### src/rtl/serial_add_ctrl_pkg.sv
// serial_add_ctrl_pkg
//   Shared definitions for the nibble-serial adder controller and its datapath.
//   NIBBLE_W : width of one adder slice
//   state_e  : controller state encoding (IDLE=0, RUN=1, DONE=2)
package serial_add_ctrl_pkg;

  localparam int unsigned NIBBLE_W = 4;

  typedef enum logic [1:0] {
    IDLE = 2'd0,
    RUN  = 2'd1,
    DONE = 2'd2
  } state_e;

endpackage

### src/rtl/serial_add_ctrl_adder4.sv
// fulladd / adder4
//   Purely combinational 4-bit ripple-carry adder built from single-bit full adders.
//   fulladd : a_i, b_i, ci_i -> s_o (sum bit), co_o (carry out)
//   adder4  : a_i[3:0], b_i[3:0], ci_i -> s_o[3:0], co_o (carry out of bit 3)
module fulladd (
  input  logic a_i,
  input  logic b_i,
  input  logic ci_i,
  output logic s_o,
  output logic co_o
);

  assign s_o  = a_i ^ b_i ^ ci_i;
  assign co_o = (a_i & b_i) | (ci_i & (a_i ^ b_i));

endmodule

module adder4
  import serial_add_ctrl_pkg::*;
(
  input  logic [NIBBLE_W-1:0] a_i,
  input  logic [NIBBLE_W-1:0] b_i,
  input  logic                ci_i,
  output logic [NIBBLE_W-1:0] s_o,
  output logic                co_o
);

  logic [NIBBLE_W:0] c;

  assign c[0] = ci_i;

  for (genvar i = 0; i < NIBBLE_W; i++) begin : g_bit
    fulladd u_fa (
      .a_i  (a_i[i]),
      .b_i  (b_i[i]),
      .ci_i (c[i]),
      .s_o  (s_o[i]),
      .co_o (c[i+1])
    );
  end

  assign co_o = c[NIBBLE_W];

endmodule

### src/rtl/serial_add_ctrl.sv
// serial_add_ctrl
//   Adds two W-bit operands (W = 4*NIBBLES) through one shared adder4, one nibble
//   per clock, least-significant nibble first, with the carry registered between
//   nibbles. Start/done handshake.
//   Optional feature macro: SERIAL_ADD_SUB_EN (adds the 'sub' input; A-B when set).
// Ports
//   clk   : rising-edge clock
//   rst_n : asynchronous active-low reset
//   start : request, accepted only in IDLE or DONE
//   a, b  : operands, sampled on the accept edge
//   cin   : carry into nibble 0, sampled on the accept edge
//   sub   : (SERIAL_ADD_SUB_EN only) subtract request, sampled on the accept edge
//   busy  : high while the operation runs
//   done  : one-cycle pulse, sum/cout valid
//   sum   : result, held until the next accepted start
//   cout  : carry out of the top nibble, held like sum
module serial_add_ctrl
  import serial_add_ctrl_pkg::*;
#(
  parameter int unsigned NIBBLES = 4
) (
  input  logic                        clk,
  input  logic                        rst_n,
  input  logic                        start,
  input  logic [NIBBLE_W*NIBBLES-1:0] a,
  input  logic [NIBBLE_W*NIBBLES-1:0] b,
  input  logic                        cin,
`ifdef SERIAL_ADD_SUB_EN
  input  logic                        sub,
`endif
  output logic                        busy,
  output logic                        done,
  output logic [NIBBLE_W*NIBBLES-1:0] sum,
  output logic                        cout
);

  localparam int unsigned W     = NIBBLE_W * NIBBLES;
  localparam int unsigned IDX_W = $clog2(NIBBLES);

  state_e             state_q, state_d;
  logic [IDX_W-1:0]   idx_q, idx_d;
  logic [W-1:0]       a_q, a_d;
  logic [W-1:0]       b_q, b_d;
  logic [W-1:0]       sum_q, sum_d;
  logic               carry_q, carry_d;
  logic               cout_q, cout_d;
`ifdef SERIAL_ADD_SUB_EN
  logic               sub_q, sub_d;
`endif

  logic [NIBBLE_W-1:0] nib_a, nib_b, nib_s;
  logic                nib_co;
  logic                accept;
  logic                last;

  assign accept = start && ((state_q == IDLE) || (state_q == DONE));
  assign last   = (idx_q == IDX_W'(NIBBLES - 1));

  // Nibble select feeding the shared adder slice
  always_comb begin
    nib_a = a_q[NIBBLE_W*idx_q +: NIBBLE_W];
`ifdef SERIAL_ADD_SUB_EN
    // Subtraction as A + ~B + 1: the +1 is preloaded into the carry register
    nib_b = b_q[NIBBLE_W*idx_q +: NIBBLE_W] ^ {NIBBLE_W{sub_q}};
`else
    nib_b = b_q[NIBBLE_W*idx_q +: NIBBLE_W];
`endif
  end

  adder4 u_adder4 (
    .a_i  (nib_a),
    .b_i  (nib_b),
    .ci_i (carry_q),
    .s_o  (nib_s),
    .co_o (nib_co)
  );

  // Next-state logic
  always_comb begin
    state_d = state_q;
    case (state_q)
      IDLE:    if (start) state_d = RUN;
      RUN:     if (last)  state_d = DONE;
      DONE:    state_d = start ? RUN : IDLE;
      default: state_d = IDLE;
    endcase
  end

  // Datapath next values
  always_comb begin
    idx_d   = idx_q;
    a_d     = a_q;
    b_d     = b_q;
    sum_d   = sum_q;
    carry_d = carry_q;
    cout_d  = cout_q;
`ifdef SERIAL_ADD_SUB_EN
    sub_d   = sub_q;
`endif
    if (accept) begin
      a_d     = a;
      b_d     = b;
      sum_d   = '0;
      idx_d   = '0;
`ifdef SERIAL_ADD_SUB_EN
      sub_d   = sub;
      carry_d = sub ? 1'b1 : cin;
`else
      carry_d = cin;
`endif
    end else if (state_q == RUN) begin
      sum_d[NIBBLE_W*idx_q +: NIBBLE_W] = nib_s;
      carry_d = nib_co;
      idx_d   = last ? '0 : idx_q + 1'b1;
      if (last) cout_d = nib_co;
    end
  end

  always_ff @(posedge clk or negedge rst_n) begin
    if (!rst_n) begin
      state_q <= IDLE;
      idx_q   <= '0;
      a_q     <= '0;
      b_q     <= '0;
      sum_q   <= '0;
      carry_q <= 1'b0;
      cout_q  <= 1'b0;
`ifdef SERIAL_ADD_SUB_EN
      sub_q   <= 1'b0;
`endif
    end else begin
      state_q <= state_d;
      idx_q   <= idx_d;
      a_q     <= a_d;
      b_q     <= b_d;
      sum_q   <= sum_d;
      carry_q <= carry_d;
      cout_q  <= cout_d;
`ifdef SERIAL_ADD_SUB_EN
      sub_q   <= sub_d;
`endif
    end
  end

  assign busy = (state_q == RUN);
  assign done = (state_q == DONE);
  assign sum  = sum_q;
  assign cout = cout_q;

endmodule

### config.mk
export PLATFORM = sky130hd
export DESIGN_NAME = serial_add_ctrl
export DESIGN_NICKNAME = d
export VERILOG_FILES = /design/src/rtl/serial_add_ctrl_pkg.sv /design/src/rtl/serial_add_ctrl_adder4.sv /design/src/rtl/serial_add_ctrl.sv
export SDC_FILE = /design/constraint.sdc
export NUM_CORES = 1
export LEC_CHECK = 0
export CAP_MARGIN = 5
export CORE_MARGIN = 2
export CORE_UTILIZATION = 54
export DETAILED_ROUTE_END_ITERATION = 16
export MAX_ROUTING_LAYER = met4
export PLACE_DENSITY_LB_ADDON = 0.05
export SLEW_MARGIN = 20
export SYNTH_ARGS = -nofsm -noshare
export SYNTH_HDL_FRONTEND = slang
export SYNTH_SLANG_ARGS = --single-unit
### constraint.sdc
create_clock -name clk -period 5.3 [get_ports clk]
set_input_delay 0.53 -clock clk [delete_from_list [all_inputs] [get_ports clk]]
set_output_delay 0.53 -clock clk [all_outputs]
set_load 0.05 [all_outputs]
==> results of run 1 <==
-- metrics by stage --
stage | setup slack, ns | cells | utilization [%] | total power [W]
global route | 1.83 | 348 | 71.2 | 0.00217
floorplan | 2.52 | 244 | - | 0.00149
detailed placement | 2.09 | 341 | 69.5 | 0.00182
global placement | 2.21 | 341 | 69.5 | 0.00179
CTS | 2.06 | 348 | 71.2 | 0.00203
finish | 2.11 | 348 | 71.2 | 0.00201
-- flip-flops by register name (all words and copies together), names as in the netlist --
signal,count
idx_q,2
b_q,16
state_q,2
a_q,16
carry_q,1
cout,1
sum,16
-- report_power, final --
part	leakage (nW)	internal (W)	switching, W
Clock	0.0383	0.0000914	0.000123
Sequential	0.692	0.000587	0.000134
Combinational	0.758	0.000439	0.000635
Total	1.49	0.00112	0.000892
-- layout make-up --
class	count	area (sq um)	area share, %
sequential	54	1350	43.3
multi-input combinational	166	1030	32.9
timing repair buffer	57	558	17.9
clock buffer	7	76.3	2.44
tap	52	65.1	2.08
inverter	12	45.0	1.44
-- worst max path at each step --
stage	slack [ns]	start	endpoint
2_1_floorplan	2.52	idx_q[0]$_DFFE_PN0P_	sum[15]$_DFFE_PN0P_
3_3_place_gp	2.21	idx_q[0]$_DFFE_PN0P_	sum[7]$_DFFE_PN0P_
3_5_place_dp	2.09	idx_q[0]$_DFFE_PN0P_	sum[7]$_DFFE_PN0P_
4_1_cts	2.06	idx_q[0]$_DFFE_PN0P_	sum[7]$_DFFE_PN0P_
5_1_grt	1.83	idx_q[0]$_DFFE_PN0P_	sum[11]$_DFFE_PN0P_
6_report	2.11	idx_q[0]$_DFFE_PN0P_	sum[11]$_DFFE_PN0P_
-- routing by layer --
metal | global-route usage, % | vias to the layer above | routed length, um
met2 | 34.2 | 42 | 2590
met1 | 31.1 | 894 | 2160
met5 | - | - | 0
met4 | 8.39 | 0 | 71
met3 | 3.80 | 7 | 157
li1 | - | 900 | -
-- cell usage after synthesis (all sizes together), types with 4 or more instances --
cell type  count  area [sq um]
nand2        100           375
dfrtp         54          1350
nand3         13          65.1
inv           12          45.0
buf           11          63.8
mux4           8           180
o21ai          5          25.0
o31ai          5          37.5
a22o           4          35.0
fa             4          80.1
ha             4          50.1
nor2b          4          25.0
o2bb2ai        4          35.0
-- critical path, cell delays in order (launching register included) --
cell and delay, ns:
dfrtp_1 0.77, mux4_2 0.58, inv_1 0.09, fa_1 0.16, inv_1 0.05, fa_1 0.36
inv_1 0.07, fa_1 0.16, inv_1 0.05, fa_1 0.58, nand2_1 0.08, o21ai_0 0.16
-- cell families (layout without fill, tap and decap cells) --
logic type	Yosys count	after routing	share of synthesized area (%)
and+or+nand+nor	127	127	21.6
DFF	54	54	54.3
buffers and inverters	24	76	4.52
AOI/OAI and AO/OA	21	21	6.13
muxes	9	9	7.84
adders and majority gates	8	8	5.23
xor gates and xnor gates	1	1	0.352
==> results.sh, run 1 <==
export IMPL_worst_slew_pin_slew_ns=0.718
export IMPL_yosys_warnings=0
export IMPL_synthArstFlopShare_pct=100
export IMPL_start_util_pct=56.8
export IMPL_cts_tree="yes"
export IMPL_place_congestion=0.786
export IMPL_r2r_end="sum[11]$_DFFE_PN0P_"
export IMPL_syn_cell_area_sq_um=2490
export IMPL_io_pins=55
export IMPL_overflow=0
export IMPL_setup_viol=0
export IMPL_die_w_um=71.9
export IMPL_syn_nets=288
export IMPL_syn_avg_cell_area_sq_um=10.2
export IMPL_ys_types=27
export IMPL_viasPerCell=5.30
export IMPL_finalInstanceArea_sq_um=3120
export IMPL_cp_required_ns=5.52
export IMPL_vias=1843
export IMPL_final_min_period_over_clock_period_pct=60.2
export IMPL_startpoint_type="flop"
export IMPL_p_leak_nw=1.49
export IMPL_io_buffer_count=54
export IMPL_final_cell_mix="nand2_1, dfrtp_1, clkdlybuf4s50_1, nand3_1, inv_1"
export IMPL_finalHoldViolations=0
export IMPL_drive_gt1_share_pct=7.09
export IMPL_cts_sinks=54
export IMPL_synth_cells=244
export IMPL_ir_drop_mv=0.324
export IMPL_wl_per_cell_um=14.3
export IMPL_fin_tns_setup_ns=0
export IMPL_yosysSeqAreaShare_pct=54.3
export IMPL_post_route_min_period_ns=3.19
export IMPL_clock_latency_ns=0.29
export IMPL_grt_max_degree=55
export IMPL_ys_ff_latch=54
export IMPL_rows=24
export IMPL_dp_hpwl_um=3590
export IMPL_fp_coreArea_sq_um=4380
export IMPL_path_class="reg2reg"
export IMPL_critical_path_max_fanout=14
export IMPL_layout_commonest_cell="nand2_1"
export IMPL_postRouteAntennaNets=0
export IMPL_cp_arrival_ns=3.41
export IMPL_nets=340
export IMPL_slew_viol_final=0
export IMPL_cts_setup_buffers=0
export IMPL_root_buffer="clkbuf_8"
export IMPL_diodes=0
export IMPL_power_density_nw_per_um2=643
export IMPL_fmax_mhz=313
export IMPL_grt_pass1_vias=1791
export IMPL_die_height_um=71.9
export IMPL_drtPass1Iterations=4
export IMPL_die_area_sq_um=5170
export IMPL_cts_clk_slew_worst_paths_ns=0.09
export IMPL_areaGrowthSynthToFinish_pct=25.5
export IMPL_hold_class="in2async"
export IMPL_drt_iter0_markers=111
export IMPL_cts_inserted_buffers=5
export IMPL_r2r_start="idx_q[0]$_DFFE_PN0P_"
export IMPL_ys_flop_type="dfrtp_1"
export IMPL_maxSlewHeadroom_pct=52.1
export IMPL_status="finished clean"
export IMPL_dpl_cell_area_sq_um=3050
export IMPL_cts_hold_buffers_added=0
export IMPL_rrSetupSlack_ns=2.11
export IMPL_cts_buffer_depth=2
export IMPL_ctsHtreeMaxLevel=2
export IMPL_grt_use_total_pct=22.6
export IMPL_synth_edf_count=0
export IMPL_rsz0062_at_grt="no"
export IMPL_num_fill_cells=372
export IMPL_grt_pass1_wl_um=8580
export IMPL_r2r_cells=11
export IMPL_routed_wl_um=4970
export IMPL_drc=0
export IMPL_drv_cap=0
export IMPL_antenna_found_initial=0
export IMPL_worst_clock_skew_ns=0.00499
export IMPL_cts_resized=0
export IMPL_whs_ns=0.316
export IMPL_crit_path_end_kind="flop"
Note: power is estimated with default switching activity, not from simulation.
==> run 2, diff against run 1 <==
--- a/config.mk
+++ b/config.mk
@@ -7,7 +7,7 @@
 export LEC_CHECK = 0
 export CAP_MARGIN = 5
 export CORE_MARGIN = 2
-export CORE_UTILIZATION = 54
+export CORE_UTILIZATION = 45
 export DETAILED_ROUTE_END_ITERATION = 16
 export MAX_ROUTING_LAYER = met4
 export PLACE_DENSITY_LB_ADDON = 0.05
==> constraint.sdc (replaced) <==
create_clock -name clk -period 2.7 [get_ports clk]
set_input_delay 0.27 -clock clk [delete_from_list [all_inputs] [get_ports clk]]
set_output_delay 0.27 -clock clk [all_outputs]
set_load 0.05 [all_outputs]
==> run 2 against run 1 <==
  * Clock skew is 0.00058 ns higher
  * First-iteration DRC count is 14% lower
  * Sequential cell count stayed put
  * Register-to-register slack worse by 2.1 ns
  * Critical path depth stayed put
  * Largest power group unchanged
  * Highest routed layer unchanged
==> results.sh, run 2 (synthesis gave the netlist of run 1 again) <==
export IMPL_cpMaxStageDelayCell="fa_2"
export IMPL_p_leak_nw=1.52
export IMPL_cts_setup_buffers=0
export IMPL_rows=27
export IMPL_viasPerCell=4.88
export IMPL_startpoint_type="flop"
export IMPL_final_min_period_over_clock_period_pct=99.8
export IMPL_cts_inserted_buffers=5
export IMPL_maxSlewHeadroom_pct=58.5
export IMPL_io_pins=55
export IMPL_areaGrowthSynthToFinish_pct=29.8
export IMPL_cts_sinks=54
export IMPL_finalHoldViolations=0
export IMPL_io_buffer_count=54
export IMPL_rsz0062_at_grt="yes"
export IMPL_layout_commonest_cell="nand2_1"
export IMPL_die_area_sq_um=6140
export IMPL_pwr_share_clk_pct=10.1
export IMPL_cts_buffer_depth=2
export IMPL_crit_buf_inv=4
export IMPL_drc=0
export IMPL_drv_cap=0
export IMPL_fp_coreArea_sq_um=5440
export IMPL_drive_gt1_share_pct=12.8
export IMPL_power_frac_seq_pct=33.6
export IMPL_path_class="reg2reg"
export IMPL_power_density_nw_per_um2=1280
export IMPL_preCtsSetupSlack_ns=-0.0682
export IMPL_die_height_um=78.4
export IMPL_crit_path_end_kind="flop"
export IMPL_max_stage_delay_ns=0.56
export IMPL_root_buffer="clkbuf_8"
export IMPL_status="finished clean"
export IMPL_grt_pass1_wl_um=9020
export IMPL_wl_per_cell_um=13.8
export IMPL_place_congestion=0.832
export IMPL_cp_arrival_ns=2.93
export IMPL_ctsHtreeMaxLevel=2
export IMPL_grt_pass1_vias=1807
export IMPL_crit_family="adder cells"
export IMPL_routed_wl_um=5190
export IMPL_slew_viol_final=0
export IMPL_fmax_mhz=371
export IMPL_final_cell_mix="nand2_1, dfrtp_1, clkdlybuf4s50_1, nand3_1, buf_4"
export IMPL_postRouteAntennaNets=0
export IMPL_grt_use_total_pct=19.7
export IMPL_ir_drop_mv=0.695
export IMPL_diodes=0
export IMPL_worst_slack_ns=0.00615
export IMPL_setup_viol=0
export IMPL_antenna_found_initial=0
export IMPL_dp_hpwl_um=3970
export IMPL_combPwrFrac_pct=56.3
export IMPL_critical_path_max_fanout=4
export IMPL_clock_latency_ns=0.30
export IMPL_vias=1838
export IMPL_cp_required_ns=2.93
export IMPL_worst_clock_skew_ns=0.00557
export IMPL_p_sw_share_pct=43.9
export IMPL_drt_iter0_markers=96
export IMPL_start_util_pct=45.8
export IMPL_post_route_min_period_ns=2.69
export IMPL_worst_slew_pin_slew_ns=0.622
export IMPL_die_w_um=78.4
export IMPL_cts_clk_slew_worst_paths_ns=0.09
export IMPL_p_int_w=0.00231
export IMPL_drtPass1Iterations=4
export IMPL_overflow=0
export IMPL_dpl_cell_area_sq_um=3130
export IMPL_path_cells="mux4_2 > inv_2 > fa_2 > inv_2 > fa_2 > inv_2 > fa_2 > inv_2 > fa_2 > nand3_1 > o21ai_1"
export IMPL_cts_tree="yes"
export IMPL_switchingPower_w=0.00181
export IMPL_nets=349
export IMPL_finalInstanceArea_sq_um=3230
export IMPL_fin_tns_setup_ns=0
export IMPL_whs_ns=0.480
export IMPL_grt_max_degree=29
export IMPL_hold_class="reg2reg"
run 2: changes by cell type in the layout (fill, tap and decap cells not counted):
cell	change
buf_4	+8
dfrtp_1	-1
dfrtp_2	+1
dlygate4sd3_1	+1
fa_1	-4
fa_2	+4
inv_1	-5
inv_2	+5
o21ai_0	-2
o21ai_1	+2
run 2: layer usage:
layer  up-vias  track usage [%]  part of all wire (%)
met5         -                -                     0
met4         0             5.26                   1.4
met3         7             3.45                   2.9
met2        43             30.6                    48
met1       867             27.1                    48
li1        921                -                     -
run 2: through the flow:
stage	std cells	power, W	util [%]
after floorplan	244	0.00295	-
after global placement	369	0.00368	57.6
after detailed placement	369	0.00370	57.6
after CTS	377	0.00418	59.4
after global routing	377	0.00448	59.4
final	377	0.00413	59.4
run 2: worst min-delay path: stages (launching register included):
cell and delay [ns]:
dfrtp_1 0.35, nand2_1 0.05, nand2_1 0.05
run 2: power groups by stage:
stage	Sequential, W	Combinational [W]	Clock, W
2_1_floorplan	0.00160	0.00135	0
3_3_place_gp	0.00140	0.00228	0
3_5_place_dp	0.00141	0.00229	0
5_1_grt	0.00143	0.00257	0.000477
6_report	0.00139	0.00232	0.000418
4_1_cts	0.00139	0.00236	0.000431
run 2: worst paths after layout:
check	from	to	depth (start not counted)	slack [ns]
setup / recovery	idx_q[0]$_DFFE_PN0P_	sum[7]$_DFFE_PN0P_	11	0.006
hold / removal	b_q[10]$_DFFE_PN0P_	b_q[10]$_DFFE_PN0P_	2	0.48
setup reg to reg	idx_q[0]$_DFFE_PN0P_	sum[7]$_DFFE_PN0P_	11	0.006
hold reg to reg	b_q[10]$_DFFE_PN0P_	b_q[10]$_DFFE_PN0P_	2	0.48
max in group asynchronous	rst_n	b_q[8]$_DFFE_PN0P_	3	1.52
min in group asynchronous	rst_n	sum[8]$_DFFE_PN0P_	2	0.52
run 2: timing repair:
item / CTS / global route
endpoints found under the hold margin: 5 / 0
endpoints found under the setup margin: 4 / 5
hold buffers: 1 / 0
gates resized for setup: 7 / 1
pin swaps: 1 / 1
run 2: cell type report:
class | count | area (sq um)
Clock buffer | 7 | 76.3
Fill cell | 475 | 2210
Inverter | 12 | 45.0
Multi-Input combinational cell | 166 | 1040
Sequential cell | 54 | 1350
Tap cell | 72 | 90.1
Timing Repair Buffer | 66 | 628
